**src/rtl/uart_rx_frame.sv**
```systemverilog
`default_nettype none
// ============================================================================
// Module   : uart_rx_frame
// Purpose  : UART receive frame engine. Oversamples the serial line,
//            qualifies the start bit, recovers DATA_WIDTH data bits LSB-first,
//            checks an optional parity bit and one stop bit, then presents the
//            received word with a one-cycle valid strobe.
// Ports    : CLK        system clock
//            RST        asynchronous active-low reset
//            rx_en      oversample tick enable (all counting gated by it)
//            RX_IN      serial line, asynchronous, idle high
//            PAR_EN     parity bit present (latched at start detection)
//            PAR_TYP    0 = even, 1 = odd parity (latched at start detection)
//            P_DATA     last good received word
//            Data_Valid one-cycle pulse when P_DATA is updated
//            Par_Err    one-cycle pulse on parity mismatch
//            Stp_Err    one-cycle pulse when the stop bit samples 0
// Revision : 1.0  initial release
// ============================================================================
module uart_rx_frame #(
    parameter int DATA_WIDTH = 8,
    parameter int OVERSAMPLE = 8
) (
    input  logic                  CLK,
    input  logic                  RST,
    input  logic                  rx_en,
    input  logic                  RX_IN,
    input  logic                  PAR_EN,
    input  logic                  PAR_TYP,
    output logic [DATA_WIDTH-1:0] P_DATA,
    output logic                  Data_Valid,
    output logic                  Par_Err,
    output logic                  Stp_Err
);

    localparam int EDGE_W = $clog2(OVERSAMPLE);
    localparam int BIT_W  = (DATA_WIDTH > 1) ? $clog2(DATA_WIDTH) : 1;

    localparam logic [EDGE_W-1:0] EDGE_LAST = EDGE_W'(OVERSAMPLE - 1);
    localparam logic [EDGE_W-1:0] SMP_LO    = EDGE_W'(OVERSAMPLE / 2 - 1);
    localparam logic [EDGE_W-1:0] SMP_MID   = EDGE_W'(OVERSAMPLE / 2);
    localparam logic [EDGE_W-1:0] SMP_HI    = EDGE_W'(OVERSAMPLE / 2 + 1);
    localparam logic [BIT_W-1:0]  BIT_LAST  = BIT_W'(DATA_WIDTH - 1);

    typedef enum logic [2:0] {
        IDLE   = 3'd0,
        START  = 3'd1,
        DATA   = 3'd2,
        PARITY = 3'd3,
        STOP   = 3'd4
    } state_t;

    state_t                state, state_n;
    logic                  sync_q, rx_s;
    logic [EDGE_W-1:0]     edge_cnt, edge_n;
    logic [BIT_W-1:0]      bit_cnt, bit_n;
    logic [DATA_WIDTH-1:0] shift_reg, shift_n;
    logic                  samp_lo, samp_lo_n;
    logic                  samp_mid, samp_mid_n;
    logic                  par_bad, par_bad_n;
    logic                  par_en_lat, par_en_n;
    logic                  par_typ_lat, par_typ_n;
    logic                  eval;
    logic                  majority;
    logic                  at_wrap;
    logic                  at_smp;
    logic                  stop_fail;
    logic                  par_fail;
    logic                  frame_ok;

    // The third vote is the live synchronized line on the sample-point tick.
    assign majority = (samp_lo & samp_mid) | (samp_lo & rx_s) | (samp_mid & rx_s);
    assign at_wrap  = (edge_cnt == EDGE_LAST);
    assign at_smp   = (edge_cnt == SMP_HI);

    assign stop_fail = eval & ~majority;
    assign par_fail  = eval & par_en_lat & par_bad;
    assign frame_ok  = eval & ~stop_fail & ~par_fail;

    always_comb begin
        state_n    = state;
        edge_n     = edge_cnt;
        bit_n      = bit_cnt;
        shift_n    = shift_reg;
        samp_lo_n  = samp_lo;
        samp_mid_n = samp_mid;
        par_bad_n  = par_bad;
        par_en_n   = par_en_lat;
        par_typ_n  = par_typ_lat;
        eval       = 1'b0;

        if (rx_en) begin
            if (state == IDLE) begin
                if (!rx_s) begin
                    state_n   = START;
                    edge_n    = '0;
                    bit_n     = '0;
                    par_bad_n = 1'b0;
                    par_en_n  = PAR_EN;
                    par_typ_n = PAR_TYP;
                end
            end else begin
                edge_n = at_wrap ? '0 : edge_cnt + 1'b1;
                if (edge_cnt == SMP_LO) begin
                    samp_lo_n = rx_s;
                end
                if (edge_cnt == SMP_MID) begin
                    samp_mid_n = rx_s;
                end

                case (state)
                    START: begin
                        if (at_smp && majority) begin
                            // Start bit did not hold low: treat as a glitch.
                            state_n = IDLE;
                            edge_n  = '0;
                        end else if (at_wrap) begin
                            state_n = DATA;
                            bit_n   = '0;
                        end
                    end
                    DATA: begin
                        if (at_smp) begin
                            shift_n = DATA_WIDTH'({majority, shift_reg} >> 1);
                        end
                        if (at_wrap) begin
                            if (bit_cnt == BIT_LAST) begin
                                bit_n   = '0;
                                state_n = par_en_lat ? PARITY : STOP;
                            end else begin
                                bit_n = bit_cnt + 1'b1;
                            end
                        end
                    end
                    PARITY: begin
                        if (at_smp) begin
                            par_bad_n = majority ^ (^shift_reg) ^ par_typ_lat;
                        end
                        if (at_wrap) begin
                            state_n = STOP;
                        end
                    end
                    STOP: begin
                        // Leave on the sample point so a back-to-back start
                        // edge in the second half of the stop bit is caught.
                        if (at_smp) begin
                            eval    = 1'b1;
                            state_n = IDLE;
                            edge_n  = '0;
                            bit_n   = '0;
                        end
                    end
                    default: begin
                        state_n = IDLE;
                        edge_n  = '0;
                        bit_n   = '0;
                    end
                endcase
            end
        end
    end

    always_ff @(posedge CLK or negedge RST) begin
        if (!RST) begin
            sync_q      <= 1'b1;
            rx_s        <= 1'b1;
            state       <= IDLE;
            edge_cnt    <= '0;
            bit_cnt     <= '0;
            shift_reg   <= '0;
            samp_lo     <= 1'b0;
            samp_mid    <= 1'b0;
            par_bad     <= 1'b0;
            par_en_lat  <= 1'b0;
            par_typ_lat <= 1'b0;
            P_DATA      <= '0;
            Data_Valid  <= 1'b0;
            Par_Err     <= 1'b0;
            Stp_Err     <= 1'b0;
        end else begin
            sync_q      <= RX_IN;
            rx_s        <= sync_q;
            state       <= state_n;
            edge_cnt    <= edge_n;
            bit_cnt     <= bit_n;
            shift_reg   <= shift_n;
            samp_lo     <= samp_lo_n;
            samp_mid    <= samp_mid_n;
            par_bad     <= par_bad_n;
            par_en_lat  <= par_en_n;
            par_typ_lat <= par_typ_n;
            Data_Valid  <= frame_ok;
            Par_Err     <= par_fail;
            Stp_Err     <= stop_fail;
            if (frame_ok) begin
                P_DATA <= shift_reg;
            end
        end
    end

endmodule
`default_nettype wire
```
**config.mk**
```make
export PLATFORM = sky130hd
export DESIGN_NAME = uart_rx_frame
export DESIGN_NICKNAME = d
export VERILOG_FILES = /design/src/rtl/uart_rx_frame.sv
export SDC_FILE = /design/constraint.sdc
export NUM_CORES = 1
export LEC_CHECK = 0
export ABC_CLOCK_PERIOD_IN_PS = 3400
export BUFFER_PORTS_ARGS = -buffer_cell sky130_fd_sc_hd__buf_2
export CAP_MARGIN = 20
export CELL_PAD_IN_SITES_DETAIL_PLACEMENT = 1
export CELL_PAD_IN_SITES_GLOBAL_PLACEMENT = 2
export CORE_MARGIN = 3
export CORE_UTILIZATION = 30
export DETAILED_ROUTE_END_ITERATION = 16
export PLACE_DENSITY = 0.6
export SYNTH_ARGS = -nofsm -noshare
export SYNTH_HDL_FRONTEND = slang
export SYNTH_SLANG_ARGS = --single-unit
```
**constraint.sdc**
```tcl
create_clock -name CLK -period 3.4 [get_ports CLK]
set_input_delay 0.34 -clock CLK [delete_from_list [all_inputs] [get_ports CLK]]
set_output_delay 0.34 -clock CLK [all_outputs]
set_load 0.03 [all_outputs]
```
==> results of run 1 <==
path summary, 6_finish.rpt:
path	slack (ns)	endpoint	cells after the start	start
setup / recovery	1.13	state[1]	5	state[1]
hold / removal	0.12	state[1]	1	RST
setup reg to reg	1.13	state[1]	5	state[1]
hold reg to reg	0.36	rx_s	0	sync_q
min in group CLK	0.15	sync_q	1	RX_IN
max in group asynchronous	2.76	samp_lo	1	RST
power groups by stage:
stage	Clock (mW)	Sequential [mW]	Combinational, mW
2_1_floorplan	0	0.535	0.327
3_3_place_gp	0	0.588	0.347
3_5_place_dp	0	0.592	0.355
4_1_cts	0.316	0.586	0.357
5_1_grt	0.331	0.602	0.397
6_report	0.298	0.586	0.350
layout make-up:
cell class / count / area, sq um
Sequential cell: 35 / 878
Fill cell: 603 / 3350
Inverter: 9 / 33.8
Timing Repair Buffer: 16 / 80.1
Clock inverter: 2 / 12.5
Tap cell: 70 / 87.6
Clock buffer: 6 / 72.6
Multi-Input combinational cell: 91 / 751
per-layer routing:
metal / share of wire / vias to the layer above
met5: 0 / -
met4: 0.017 / 0
met3: 0.037 / 6
met2: 0.47 / 24
met1: 0.47 / 567
li1: - / 528
kinds of logic (layout without fill, tap and decap cells):
family / count (synthesis) / in the layout / share of synthesized area
buffers and inverters: 13 / 33 / 0.0356
adder cells (fa/ha/maj): 8 / 8 / 0.0585
AO/OA/AOI/OAI: 20 / 20 / 0.0941
XOR/XNOR: 9 / 9 / 0.0467
AND/OR/NAND/NOR: 34 / 34 / 0.112
multiplexers: 20 / 20 / 0.133
flip-flops: 35 / 35 / 0.520
placed cells by master, fill, tap and decap left out, types with 4 or more instances in the layout:
master	instances
o21ai_0	4
mux2_2	20
nand2_1	7
buf_2	16
clkbuf_8	5
dfrtp_1	33
ha_1	7
inv_1	7
nor2_1	8
a22o_1	6
xnor2_1	7
critical path, stage by stage, from the launching register on:
cell and delay [ns]:
dfrtp_1 0.59, nor2_1 0.18, a31o_1 0.33, or4_4 0.60, or4_4 0.44, o211ai_2 0.07
stage by stage:
stage / total power [mW] / setup WS, ns / utilization / hold slack [ns]
floorplan: 0.862 / 1.43 / - / 0.0444
global placement: 0.935 / 1.24 / 0.347 / 0.348
detailed placement: 0.947 / 1.20 / 0.347 / 0.349
CTS: 1.26 / 1.15 / 0.363 / 0.139
global route: 1.33 / 1.04 / 0.363 / 0.144
finish: 1.23 / 1.13 / 0.363 / 0.118
==> metrics, run 1 <==
remaining routing DRC violations=0; Seq pwr share=0.475; Vias/cell=4.91; number of synthesized flops with an enable pin=0; Final Hold Fails=0; DRT antenna net count=0; CTS max path bufs=2; Die Height=81.0 um; most frequent cells after synthesis=dfrtp_1 (33), mux2_2 (20), nor2_1 (8); hold buffers post-CTS=0; accumulated negative setup slack=0 ns; Overflow after GRT=0; switching power=440 uW; top flip-flop cell by instance count after synthesis=dfrtp_1; hold crit path type=input pin to async pin; clock tree root buffer cell=clkbuf_8; Worst Max-Slew Pin Slew=0.782 ns; layout-stage area growth over the synthesis result=13.4%; first-pass GRT wire length=6200 um; leakage dissipation=0.950 nW; total of cells resized after clock tree synthesis=0; met1 track demand over resource in global routing=0.165; clock network power share=0.242; endpoint kind of the worst setup timing path=flip-flop; final count of pins violating max slew=0; share of synthesized registers carrying an async set or reset=1.00; total nets after synthesis=152; maximum number of pins on one net before global-route repair=36; Crit Path Category=flip-flop to flip-flop; number of global-route vias before repair=1202; number of buffers inserted by post-CTS setup repair=0; grt met3 use=0.0310; clock-pin slew reported for the worst setup and hold paths after clock tree synthesis=0.08 ns; total wire length=3570 um; average wire length per cell after detail routing=15.6 um; CTS tree=done; kind of start point of the critical path=flip-flop; fraction of power spent switching nets=0.357; max-cap violation count=0; WP data required=3.62 ns; biggest area consumer among synthesized cells=dfrtp_1; most repeated cell in the gate-level netlist after synthesis=dfrtp_1; share of the synthesized area in the top cell type=0.489; Synth Register Bits=35; result of the run=complete, no violations; number of placed cells counting well taps=221; Final Non-Filler Cells=229; unrepaired setup endpoints after global routing=no; cell internal power dissipation=794 uW; total cell area at the placement stage=1830 sq um; number of setup violations in the final report=0; maximum fanout count along the critical path=12; Initial Utilization=0.321; top cells by area, synth=dfrtp_1 (49%), mux2_2 (13%), ha_1 (5.2%); Post-Syn Area per Cell=12.2 sq um; yosys warns=0; relative max-transition margin=0.478; DRT iter0 DRCs=46; number of standard-cell rows in the floorplan=26; total inserted antenna cells=0; met2 Resource Use GR=0.200; Worst Skew=0.0132 ns; power per cell area=644 nW/um^2; overall die area=6570 sq um; clock buffer count from CTS=5; Final Instance Area=1920 sq um; Post-Syn Area=1690 sq um; All-Layer GR Usage=0.125; CP arrival=2.49 ns; top-level port count=17; initial antenna violation count=0; Top Usage Layer GRT=met2; combinational group share of total power=0.283; fraction of the cycle the final worst path needs=0.669; Achievable Freq=0.440 GHz; source-to-sink clock delay at the later pin of the worst-skew pair=0.29 ns; clock sink count=35; Chip Width=81.0 um; core footprint=5270 sq um; via count=1125; Placer Congestion=0.879; share of synthesized area occupied by flip-flops and latches=0.520; count of input and output buffers=16; share of final-layout standard cells stronger than drive strength 1=0.333; number of iterations in the first detailed-routing pass=4; number of nets in the final layout=171; IR drop worst, VDD=256 uV; number of distinct standard cells referenced by the synthesized netlist=36; synthesized instance count=139; shortest period the worst path allows=2.27 ns; CTS H-tree lvls=2; HPWL after detailed placement=2560 um
No activity file was read; power rests on OpenSTA's default activity.
==> run 2: changes to the inputs <==
Settings changed: ABC_CLOCK_PERIOD_IN_PS 3400 to 2200.
Clock period 3.4 ns to 2.2 ns, I/O delays scaled along.
==> metrics, run 2 (same netlist as run 1, synthesis figures left out) <==
result of the run=complete, no violations; total inserted antenna cells=0 (unchanged); Achievable Freq=0.481 GHz (+9.3%); DRT antenna net count=0 (unchanged); combinational group share of total power=0.325 (+0.042); core footprint=5270 sq um (unchanged); accumulated negative setup slack=0 ns (unchanged); CTS H-tree lvls=2 (unchanged); Final Instance Area=2010 sq um (+4.8%); CP arrival=2.29 ns (-0.20 ns); fraction of the cycle the final worst path needs=0.945 (+0.277); layout-stage area growth over the synthesis result=18.9%; overall die area=6570 sq um (unchanged); Final Non-Filler Cells=237 (+3.5%); final cell utilization of the core=0.381 (+0.0176); leakage dissipation=1.00 nW (+5.6%); source-to-sink clock delay at the later pin of the worst-skew pair=0.29 ns (about the same); CTS max path bufs=2 (unchanged); unrepaired setup endpoints after global routing=no; clock tree root buffer cell=clkbuf_8; fraction of power spent switching nets=0.336 (-0.0208); Seq pwr share=0.401 (-0.074); number of placed cells counting well taps=229 (+3.6%); Crit Path Category=flip-flop to flip-flop; IR drop worst, VDD=399 uV (+56%); clock buffer count from CTS=5 (unchanged); remaining routing DRC violations=0 (unchanged); All-Layer GR Usage=0.128 (+0.00272); Worst Max-Slew Pin Slew=0.796 ns (+0.0135 ns); switching power=707 uW (+61%); number of setup violations in the final report=0 (unchanged); initial antenna violation count=0 (unchanged); filler instances=605 (+0.33%); most frequent standard cell in the layout excluding fill and tap cells=dfrtp_1; register area=880 sq um (+0.14%); Placer Congestion=0.853 (-2.9%); number of nets in the final layout=179 (+4.7%); clock network power share=0.274 (+0.032); final count of pins violating max slew=0 (unchanged); maximum number of pins on one net before global-route repair=36 (unchanged); HPWL after detailed placement=2680 um (+4.6%); number of standard-cell rows in the floorplan=26 (unchanged); leading cell types in the layout, fill and taps excluded=dfrtp_1 (32), mux2_2 (20), buf_2 (16), nor2_1 (8), buf_4 (8); Initial Utilization=0.321 (unchanged); top-level port count=17 (unchanged); average wire length per cell after detail routing=15.5 um (-0.34%); Final Hold Fails=0 (unchanged); DRT iter0 DRCs=50 (+8.7%); number of buffers inserted by post-CTS setup repair=0 (unchanged); total power=2.11 mW (+71%); number of global-route vias before repair=1285 (+6.9%); max-cap violation count=0 (unchanged); total cell area at the placement stage=1890 sq um (+3.3%); power per cell area=1050 nW/um^2 (+63%); hold crit path type=input pin to async pin; Chip Width=81.0 um (unchanged); WP data required=2.41 ns (-1.21 ns); count of input and output buffers=16 (unchanged); Worst Skew=0.00302 ns (-0.0101 ns); relative max-transition margin=0.469 (-0.00897); area occupied by multi-input gates=754 sq um (+0.50%); share of final-layout standard cells stronger than drive strength 1=0.389 (+0.0559); Vias/cell=4.79 (-2.4%); clock sink count=35 (unchanged); CTS tree=done; shortest period the worst path allows=2.08 ns (-0.194 ns); maximum fanout count along the critical path=6 (-6); Die Height=81.0 um (unchanged); cell internal power dissipation=1.40 mW (+76%); kind of start point of the critical path=flip-flop; endpoint kind of the worst setup timing path=flip-flop; clock-pin slew reported for the worst setup and hold paths after clock tree synthesis=0.07 ns (about the same); total wire length=3680 um (+3.1%); first-pass GRT wire length=6330 um (+2.1%); number of iterations in the first detailed-routing pass=4 (unchanged); Overflow after GRT=0 (unchanged); via count=1136 (+0.98%)
## run 2: per-stage QoR
stage | worst slack, ns | hold slack (ns)
after global placement | 0.168 | 0.326
final | 0.120 | 0.0148
after detailed placement | 0.0722 | 0.327
after global routing | 0.0240 | 0.0157
after floorplan | 0.227 | -0.0756
after CTS | 0.0481 | 0.0137
## run 2: path summary, 6_finish.rpt
path | startpoint | endpoint | depth (start not counted) | slack [ns]
worst max register to register | edge_cnt[0] | state[1] | 7 | 0.12
worst min register to register | sync_q | rx_s | 0 | 0.36
worst min-delay path | RST | state[0] | 1 | 0.01
max in group asynchronous | RST | edge_cnt[0] | 1 | 1.64
worst max-delay path | edge_cnt[0] | state[1] | 7 | 0.12
min in group CLK | RX_IN | sync_q | 1 | 0.02
## run 2: power by group through the flow
| stage | Combinational (mW) | Clock, mW | Sequential, mW |
|---|---|---|---|
| 3_5_place_dp | 0.688 | 0 | 0.857 |
| 4_1_cts | 0.692 | 0.600 | 0.845 |
| 2_1_floorplan | 0.505 | 0 | 0.827 |
| 5_1_grt | 0.770 | 0.628 | 0.861 |
| 3_3_place_gp | 0.664 | 0 | 0.848 |
| 6_report | 0.685 | 0.576 | 0.844 |
## run 2: worst max-delay path, cell delays in order, from the launching register on
cell and delay [ns]:
dfrtp_2 0.40, ha_1 0.19, ha_2 0.22, o21a_1 0.12
nor2_1 0.04, or4_4 0.53, or4_4 0.44, o211ai_2 0.07
## run 2: layout make-up
type                            count  area share
Inverter                            9      0.0168
Sequential cell                    35       0.438
Clock buffer                        5      0.0343
Clock inverter                      3      0.0218
Timing Repair Buffer               24      0.0698
Tap cell                           70      0.0436
Multi-Input combinational cell     91       0.376
## run 2: timing repair
item,4_1_cts,5_1_grt
endpoints found under the setup margin,0,3
hold buffers,0,0
resized for setup,0,3
## run 2: per-layer routing
layer | GRT usage | up-vias | part of all wire
met5 | 0 | - | 0
met4 | 0.0507 | 0 | 0.014
li1 | - | 540 | -
met1 | 0.166 | 577 | 0.48
met2 | 0.209 | 14 | 0.48
met3 | 0.0266 | 5 | 0.027
